File: config.mk
export PLATFORM = sky130hd
export DESIGN_NAME = neuron_mac
export DESIGN_NICKNAME = d
export VERILOG_FILES = /design/src/rtl/neuron_pkg.sv /design/src/rtl/q88_saturate.sv /design/src/rtl/neuron_mac.sv
export SDC_FILE = /design/constraint.sdc
export NUM_CORES = 1
export LEC_CHECK = 0
export CORE_ASPECT_RATIO = 0.7
export CORE_MARGIN = 1.5
export CORE_UTILIZATION = 66
export DETAILED_ROUTE_END_ITERATION = 16
export GPL_TIMING_DRIVEN = 1
export PLACE_DENSITY_LB_ADDON = 0.3
export SKIP_CTS_REPAIR_TIMING = 1
export SLEW_MARGIN = 25
export SYNTH_ARGS = -nofsm -noshare
export SYNTH_HDL_FRONTEND = slang
export SYNTH_SLANG_ARGS = --single-unit
export TNS_END_PERCENT = 30
File: constraint.sdc
create_clock -name clk -period 8 [get_ports clk]
set_input_delay 1.2 -clock clk [delete_from_list [all_inputs] [get_ports clk]]
set_output_delay 1.2 -clock clk [all_outputs]
set_load 0.02 [all_outputs]
File: src/rtl/neuron_pkg.sv
// Shared Q8.8 constants, FSM state type and product helper for the neuron MAC.
package neuron_pkg;

    // Q8.8 fixed-point format: 8 integer bits, 8 fractional bits.
    localparam int          FRAC_BITS = 8;
    localparam logic [15:0] Q88_MAX   = 16'h7FFF;
    localparam logic [15:0] Q88_MIN   = 16'h8000;
    localparam logic [15:0] Q88_ONE   = 16'h0100;

    // Dot-product controller states.
    typedef enum logic [1:0] {
        IDLE  = 2'd0,
        ACCUM = 2'd1,
        DONE  = 2'd2
    } state_e;

    // Q8.8 x Q8.8 product, rescaled to Q8.8 in 32 bits.
    // Both operands are widened to 32 bits before multiplying, so the
    // 0x8000 * 0x8000 corner (+2^30) fits without wrapping. The arithmetic
    // shift rounds toward minus infinity.
    function automatic logic signed [31:0] q88_mul(input logic signed [15:0] a,
                                                   input logic signed [15:0] b);
        logic signed [31:0] full;
        full = 32'(a) * 32'(b);
        return full >>> FRAC_BITS;
    endfunction

endpackage

File: src/rtl/q88_saturate.sv
// Clamps a wide signed accumulator to a signed Q8.8 word.
module q88_saturate
    import neuron_pkg::*;
#(
    parameter int ACC_W = 32
) (
    input  logic signed [ACC_W-1:0] acc_i,
    output logic [15:0]             sum_o
);

    logic fits;

    // The value fits in 16 bits when every bit above bit 15 copies the sign bit.
    assign fits = (acc_i[ACC_W-1:15] == {(ACC_W-15){acc_i[ACC_W-1]}});

    // Pass through when in range, otherwise clamp toward the sign of acc_i.
    always_comb begin
        // NOTE: every output of a combinational block gets a value on every path; otherwise a latch is inferred.
        sum_o = acc_i[15:0];
        if (!fits) begin
            sum_o = acc_i[ACC_W-1] ? Q88_MIN : Q88_MAX;
        end
    end

endmodule

File: src/rtl/neuron_mac.sv
// Neuron multiply-accumulate stage: bias + sum of Q8.8 x*w products,
// saturated to Q8.8 at the output, with valid/ready handshakes on both sides.
module neuron_mac
    import neuron_pkg::*;
#(
    parameter int MAX_TERMS = 16,
    parameter int ACC_W     = 32
) (
    input  logic        clk,
    input  logic        reset,
    input  logic        in_valid,
    output logic        in_ready,
    input  logic [15:0] in_x,
    input  logic [15:0] in_w,
    input  logic        in_last,
    input  logic [15:0] bias,
    output logic        out_valid,
    input  logic        out_ready,
    output logic [15:0] out_sum,
    output logic        out_trunc
);

    localparam int               CNT_W   = $clog2(MAX_TERMS + 1);
    localparam logic [CNT_W-1:0] MAX_CNT = CNT_W'(MAX_TERMS);

    // The accumulator must hold a full Q8.8 word plus growth headroom.
    if (ACC_W < 24) begin : g_acc_w_check
        $error("neuron_mac: ACC_W must be at least 24");
    end

    // Registered state and outputs.
    state_e                  state_q;
    logic signed [ACC_W-1:0] acc_q;
    logic [CNT_W-1:0]        cnt_q;
    logic                    in_ready_q;
    logic                    out_valid_q;
    logic [15:0]             out_sum_q;
    logic                    out_trunc_q;

    // Datapath values for the beat being offered this cycle.
    logic signed [31:0]      prod_shr;
    logic signed [ACC_W-1:0] prod_ext;
    logic signed [ACC_W-1:0] bias_ext;
    logic signed [ACC_W-1:0] acc_base;
    logic signed [ACC_W-1:0] acc_d;
    logic [CNT_W-1:0]        cnt_d;
    logic                    beat_fire;
    logic                    hit_max;
    logic [15:0]             sum_sat;

    // Beat acceptance, product scaling and next accumulator / term count.
    always_comb begin
        beat_fire = in_valid && in_ready_q;
        prod_shr  = q88_mul(in_x, in_w);
        prod_ext  = ACC_W'(prod_shr);
        bias_ext  = ACC_W'($signed(bias));
        // The first beat of a dot product starts from the bias, later beats
        // build on the running sum.
        if (state_q == IDLE) begin
            acc_base = bias_ext;
            cnt_d    = CNT_W'(1);
        end else begin
            acc_base = acc_q;
            cnt_d    = cnt_q + CNT_W'(1);
        end
        acc_d   = acc_base + prod_ext;
        hit_max = (cnt_d == MAX_CNT);
    end

    // Clamp is applied to the value being captured as the result only;
    // the accumulator itself never saturates.
    q88_saturate #(
        .ACC_W (ACC_W)
    ) u_sat (
        .acc_i (acc_d),
        .sum_o (sum_sat)
    );

    // Controller: accumulates beats, captures the result on the terminating
    // beat and holds it until the consumer takes it.
    always_ff @(posedge clk or negedge reset) begin
        if (!reset) begin
            state_q     <= IDLE;
            acc_q       <= '0;
            cnt_q       <= '0;
            in_ready_q  <= 1'b1;
            out_valid_q <= 1'b0;
            out_sum_q   <= '0;
            out_trunc_q <= 1'b0;
        end else begin
            // NOTE: sequential state uses non-blocking assignments so every register updates from pre-edge values.
            case (state_q)
                IDLE, ACCUM: begin
                    if (beat_fire) begin
                        acc_q <= acc_d;
                        cnt_q <= cnt_d;
                        if (in_last || hit_max) begin
                            state_q     <= DONE;
                            in_ready_q  <= 1'b0;
                            out_valid_q <= 1'b1;
                            out_sum_q   <= sum_sat;
                            // Truncated only when the term limit ended it
                            // without the producer marking the last beat.
                            out_trunc_q <= !in_last;
                        end else begin
                            state_q <= ACCUM;
                        end
                    end
                end
                DONE: begin
                    // in_ready reopens one cycle after the output handshake;
                    // there is no same-cycle path from out_ready to in_ready.
                    if (out_ready) begin
                        state_q     <= IDLE;
                        in_ready_q  <= 1'b1;
                        out_valid_q <= 1'b0;
                        out_trunc_q <= 1'b0;
                    end
                end
                default: begin
                    state_q     <= IDLE;
                    in_ready_q  <= 1'b1;
                    out_valid_q <= 1'b0;
                    out_trunc_q <= 1'b0;
                end
            endcase
        end
    end

    assign in_ready  = in_ready_q;
    assign out_valid = out_valid_q;
    assign out_sum   = out_sum_q;
    assign out_trunc = out_trunc_q;

endmodule

==> metrics, run 1 <==
outcome=finished, violations left; failing checks=negative setup slack; htree depth=3; syn_nets=between 2k and 2.5k; post-route ant nets=0; final WL=~55000 um; CTS tree=done; CP max stage delay=610 ps; crit end category=register; Synth Area per Inst=8.65 sq um; nets=~2.4k; FMAX=96.4 MHz; fin cells=2220; Synth area leader=fa_1; crit-path most repeated cell=fa_1; vias in the first global route=13.5k; area share of the largest cell type after synthesis=roughly 38%; drt wl/cell=24.9 um; commonest non-fill, non-tap cell in the layout=inv_1; WS Path Type=in2reg; Total Routing Usage GR=a little over a third; fin util=between 80% and 90%; synth warn=0; clock-pin slew on the worst setup and hold paths=approximately 50 ps; core area=~21000 sq um; share of cells above drive strength 1=between 20% and 30%; Startpoint Class=primary input; Worst-Skew Late Latency=about 340 ps; Final HPWL DP=31200 um; cts bufs inserted=9; fill count=~850; minimum clock period=~10000 ps; Overflow after GRT=0; Syn-to-layout area delta=31.2%; Cells after Synth=between 1.5k and 2k; chip height=between 100 and 150 um; Slowest-stage cell, CP=fa_1; Worst Path Max Fanout=6; required time of the critical path=about 8300 ps; top cells by area, synth=fa_1 38%, dfrtp_1 10%, ha_1 9.8%; maxcap violations=0; I/O pins=72; Layout Skew=roughly 13 ps; via density per instance=approximately 6.7; Die W=~180 um; DRT Pass-1 Iters=7; Hold WC Path Type=reg2reg; multi-input logic area=about 12000 sq um; mapped cell area=between 10000 and 15000 sq um; Slew @ Worst Pin=1060 ps; # DRC=0; sequential share of the synthesized area=slightly above 10%; pin count of the biggest net entering global routing=between 50 and 60; Post-synth EDFFs=0; root buf cell=clkbuf_16; routability cong.=around 0.94; max_slew headroom=roughly 30%; top_reg_cell synth=dfrtp_1; Std-Cell Rows=44; asr flop ratio synth=100%; DRT iter0 DRCs=between 2k and 2.5k; sequential cell area=1450 sq um; TritonCTS Sinks=58; Hold Vio Cnt, Final=0; RSZ-0062 raised after global routing=true; crit path DAT=about 11000 ps; Yosys cell types=72; die area=around 22000 sq um; final worst slack=-2370 ps; CTS max path bufs=2; DR vias=14.8k; placed instance count=between 2k and 2.5k; Final setup viols=38; flops & latches, synth=58; global-route wire length before repair=63400 um; initial antenna violation count=2; most frequent cells in the layout=286 x inv_1, 276 x nand2_1, 249 x fa_1, 247 x buf_4, 110 x and2_1; Initial Util=roughly two thirds; Final period util=130%; Port Buffers=just over 70; Max Slew Vio Count=0
==> state kept, by name (all words and copies together) (netlist names) <==
| name | count |
|---|---|
| in_ready | 1 |
| out_valid | 1 |
| cnt_q | 5 |
| out_sum | 16 |
| out_trunc | 1 |
| acc_q | 32 |
| state_q | 2 |
==> synth_stat cells, types with 2 or more instances <==
cell and number:
nand3_1 14, o21bai_1 7, inv_1 299, a221o_1 2, xnor2_1 38, fa_1 262
ha_1 110, nor2_1 58, a311oi_1 3, nand2b_1 8, o211ai_1 3, and3_1 6
a221oi_1 2, a21o_1 30, nor3b_1 2, nand2_1 281, and2_1 126, o21ai_1 11
nor3_1 17, xor2_1 21, a211oi_1 2, or2_1 2, nor2b_1 7, a211o_1 3
o31ai_1 5, a21boi_0 3, nand4_1 7, and4_1 5, dfrtp_1 57, o2111ai_1 2
a31oi_1 4, o31a_1 2, o21a_1 9, o21ai_0 65, a21oi_1 51, or2_2 4
clkbuf_1 53
==> kinds of logic (layout without fill, tap and decap cells) <==
kind of cell | after synthesis | count (layout) | synth area share, %
AO/OA/AOI/OAI | 222 | 223 | 10.2
XOR/XNOR | 60 | 60 | 3.86
adder cells (fa/ha/maj) | 373 | 373 | 47.4
buffers and inverters | 354 | 678 | 9.56
flip-flops | 58 | 58 | 10.4
multiplexers | 2 | 2 | 0.152
other | 0 | 3 | 0
AND/OR/NAND/NOR | 547 | 547 | 18.4
==> cell type report <==
type                            instances  share of cell area [%]
Timing Repair Buffer                  363                    17.8
Clock inverter                          2                   0.191
Inverter                              299                    6.12
Multi-Input combinational cell       1205                    64.6
Tap cell                              276                    1.88
Antenna cell                            3                  0.0409
Sequential cell                        58                    7.92
Clock buffer                           14                    1.44
==> critical path, delay by kind of cell <==
family,cells,cell delay [ps]
and+or+nand+nor,8,2120
adders and majority gates,8,3400
AOI/OAI and AO/OA,11,2160
buffers and inverters,8,1040
xor gates and xnor gates,2,670
==> per-stage QoR <==
step	cell area, sq um	hold WS (ps)	TNS, ps	setup WS, ps
2_1_floorplan	14200	446	-19510	-1140
3_3_place_gp	17000	457	-48800	-2020
3_5_place_dp	17000	468	-60220	-2400
4_1_cts	17300	483	-52250	-2190
5_1_grt	18300	494	-60540	-2490
6_report	18300	484	-57060	-2370
==> path summary, 6_finish.rpt <==
| kind | from | end | slack (ps) | cells after the start |
|---|---|---|---|---|
| max | in_w[2] | out_sum[5] | -2370 | 37 |
| min in group asynchronous | reset | acc_q[28] | 1020 | 2 |
| min reg2reg | acc_q[9] | acc_q[9] | 480 | 2 |
| min | acc_q[9] | acc_q[9] | 480 | 2 |
| max reg2reg | state_q[0] | out_sum[5] | 2350 | 19 |
| max in group asynchronous | reset | out_sum[6] | 6430 | 2 |
==> layer usage <==
metal,vias up,track usage [%],routed length [um],share of wire [%]
li1,5651,-,-,-
met3,638,5.40,7680,14
met4,2,13.0,5880,11
met1,6983,47.4,17400,31
met2,1512,60.9,24300,44
met5,-,0,47,0.085
Power of run 1 is not shown: default switching activity piles up to over one toggle a cycle in this logic, so the estimate is an artifact.
==> inputs of run 2 (changes only) <==
--- a/config.mk
+++ b/config.mk
@@ -16,4 +16,4 @@
 export SYNTH_ARGS = -nofsm -noshare
 export SYNTH_HDL_FRONTEND = slang
 export SYNTH_SLANG_ARGS = --single-unit
-export TNS_END_PERCENT = 30
+export TNS_END_PERCENT = 20
==> constraint.sdc (replaced) <==
create_clock -name clk -period 8 [get_ports clk]
set_input_delay 1.2 -clock clk [delete_from_list [all_inputs] [get_ports clk]]
set_output_delay 1.2 -clock clk [all_outputs]
set_load 0.05 [all_outputs]
==> run 2 against run 1 <==
  * The run still ends with negative setup slack left
  * Non-clock buffer count stayed put
  * Critical endpoint unchanged
  * Count of clock-buffer cells in the layout stayed put
  * Largest cell class unchanged
  * Cell area hardly changed
  * Via count hardly changed
  * Flip-flop and latch count stayed put
  * Die area stayed put
  * Maximum frequency hardly changed
==> metrics, run 2 (synthesis gave the netlist of run 1 again) <==
Overflow after GRT=0 (unchanged); commonest non-fill, non-tap cell in the layout=inv_1; TritonCTS Sinks=58 (unchanged); Final period util=130% (about the same); crit path DAT=10620 ps (about the same); outcome=finished, violations left; chip height=125 um (unchanged); max_slew headroom=28.4% (-1.2 points); Hold Vio Cnt, Final=0 (unchanged); CTS tree=done; CP max stage delay=610 ps (about the same); Final HPWL DP=31200 um (unchanged); Stages on worst setup path=37 (unchanged); pin count of the biggest net entering global routing=59 (unchanged); final WL=55100 um (-0.36%); Syn-to-layout area delta=31.1% (about the same); WS Path Type=in2reg; RSZ-0062 raised after global routing=true; crit-path most repeated cell=fa_1; Startpoint Class=primary input; root buf cell=clkbuf_16; DRT iter0 DRCs=2318 (+4.3%); family with the most delay on the worst path=adder cells; CTS max path bufs=2 (unchanged); Total Routing Usage GR=36.1% (unchanged); Largest Register=acc_q; Std-Cell Rows=44 (unchanged); minimum clock period=10370 ps (-0.470 ps); worst r2r path cells=19 (unchanged); global-route wire length before repair=63400 um (unchanged); WP buf/inv=8 (unchanged); Worst Path Max Fanout=6 (unchanged); via density per instance=6.66 (about the same); most frequent cells in the layout=286 x inv_1, 276 x nand2_1, 249 x fa_1, 247 x buf_4, 110 x and2_1; FMAX=96.4 MHz (about the same); Critical path origin=in_w[2]; maxcap violations=0 (unchanged); Slowest-stage cell, CP=fa_1; placed instance count=2155 (unchanged); fin cells=2219 (-0.045%); Initial Util=67.4% (unchanged); met3 WL post-DR=7750 um (+0.82%); cts bufs inserted=9 (unchanged); max FFs per register=32 (unchanged); clock-pin slew on the worst setup and hold paths=50 ps (about the same); Met1 Wirelength=17100 um (-1.3%); DR vias=14.8k (-0.041%); routability cong.=0.942 (unchanged); Final Cell Area=18300 sq um (about the same); reg2reg start=state_q[0]; DRT Pass-1 Iters=7 (unchanged); Worst Setup EP=out_sum[5]; WL met2=24300 um (about the same); htree depth=3 (unchanged); Final setup viols=38 (unchanged); final worst slack=-2370 ps (+0.470 ps); nets=2361 (unchanged); core area=20800 sq um (unchanged); crit end category=register; post-route ant nets=0 (unchanged); placed cell area=17000 sq um (unchanged); I/O pins=72 (unchanged); drt wl/cell=24.8 um (-0.32%); hold path depth=2 (unchanged); RR Endpoint=out_sum[5]; failing checks=negative setup slack; Die W=177 um (unchanged); Port Buffers=71 (unchanged); Top Layer Used=met5; Max Slew Vio Count=0 (unchanged); # DRC=0 (unchanged); reg2reg setup slack=2350 ps (about the same); Hold WC Path Type=reg2reg; Worst-Skew Late Latency=340 ps (about the same); share of cells above drive strength 1=24.2% (unchanged); required time of the critical path=8250 ps (about the same); Layout Skew=13.2 ps (+0.358 ps); Slew @ Worst Pin=1070 ps (+18.6 ps); die area=22100 sq um (unchanged); initial antenna violation count=2 (unchanged); vias in the first global route=13.5k (unchanged)
[run 2: cell count changes in the layout (fill, tap and decap cells not counted)]
| cell | before | now |
|---|---|---|
| diode_2 | 3 | 2 |
[run 2: worst min path at each step]
| stage | from | end | slack, ps |
|---|---|---|---|
| floorplan | acc_q[0] | acc_q[0] | 450 |
| global placement | acc_q[12] | acc_q[12] | 460 |
| detailed placement | out_valid | out_valid | 470 |
| CTS | acc_q[11] | acc_q[11] | 480 |
| global route | acc_q[11] | acc_q[11] | 490 |
| finish | acc_q[11] | acc_q[11] | 480 |
[run 2: metal layers]
layer	GRT usage [%]	up-vias
met4	13.0	4
met2	60.9	1532
met3	5.40	654
li1	-	5647
met1	47.4	6943
met5	0	-
[run 2: final cells by class]
cell class                 instances  area [sq um]
timing repair buffer             363          3270
clock buffer                      14           264
tap                              276           345
inverter                         299          1120
sequential                        58          1450
fill                             846          2410
antenna                            2          5.00
multi-input combinational       1205         11800
clock inverter                     2          35.0
[run 2: worst reg2reg max path, stage by stage, from the launching register on]
cell and delay, ps:
dfrtp_1 450, nor2_1 730, buf_4 310, and2_1 630
a21o_1 170, ha_1 230, buf_4 140, nand4_1 220
nor3_2 280, o21ai_2 140, or2_1 240, o311a_4 150
xor2_2 160, or3_1 360, or4_4 500, nor4_4 210
nand4_1 160, buf_6 170, o21a_2 170, o21ai_1 170
[run 2: through the flow]
step | setup WS, ps | util [%] | setup TNS, ps | hold WS, ps
6_report | -2370 | 88.4 | -57030 | 480
5_1_grt | -2490 | 88.4 | -60380 | 494
2_1_floorplan | -1140 | - | -19510 | 446
3_5_place_dp | -2400 | 81.8 | -60220 | 468
3_3_place_gp | -2020 | 81.8 | -48800 | 457
4_1_cts | -2190 | 83.3 | -52250 | 483
Power of run 2 is left out for the same reason.
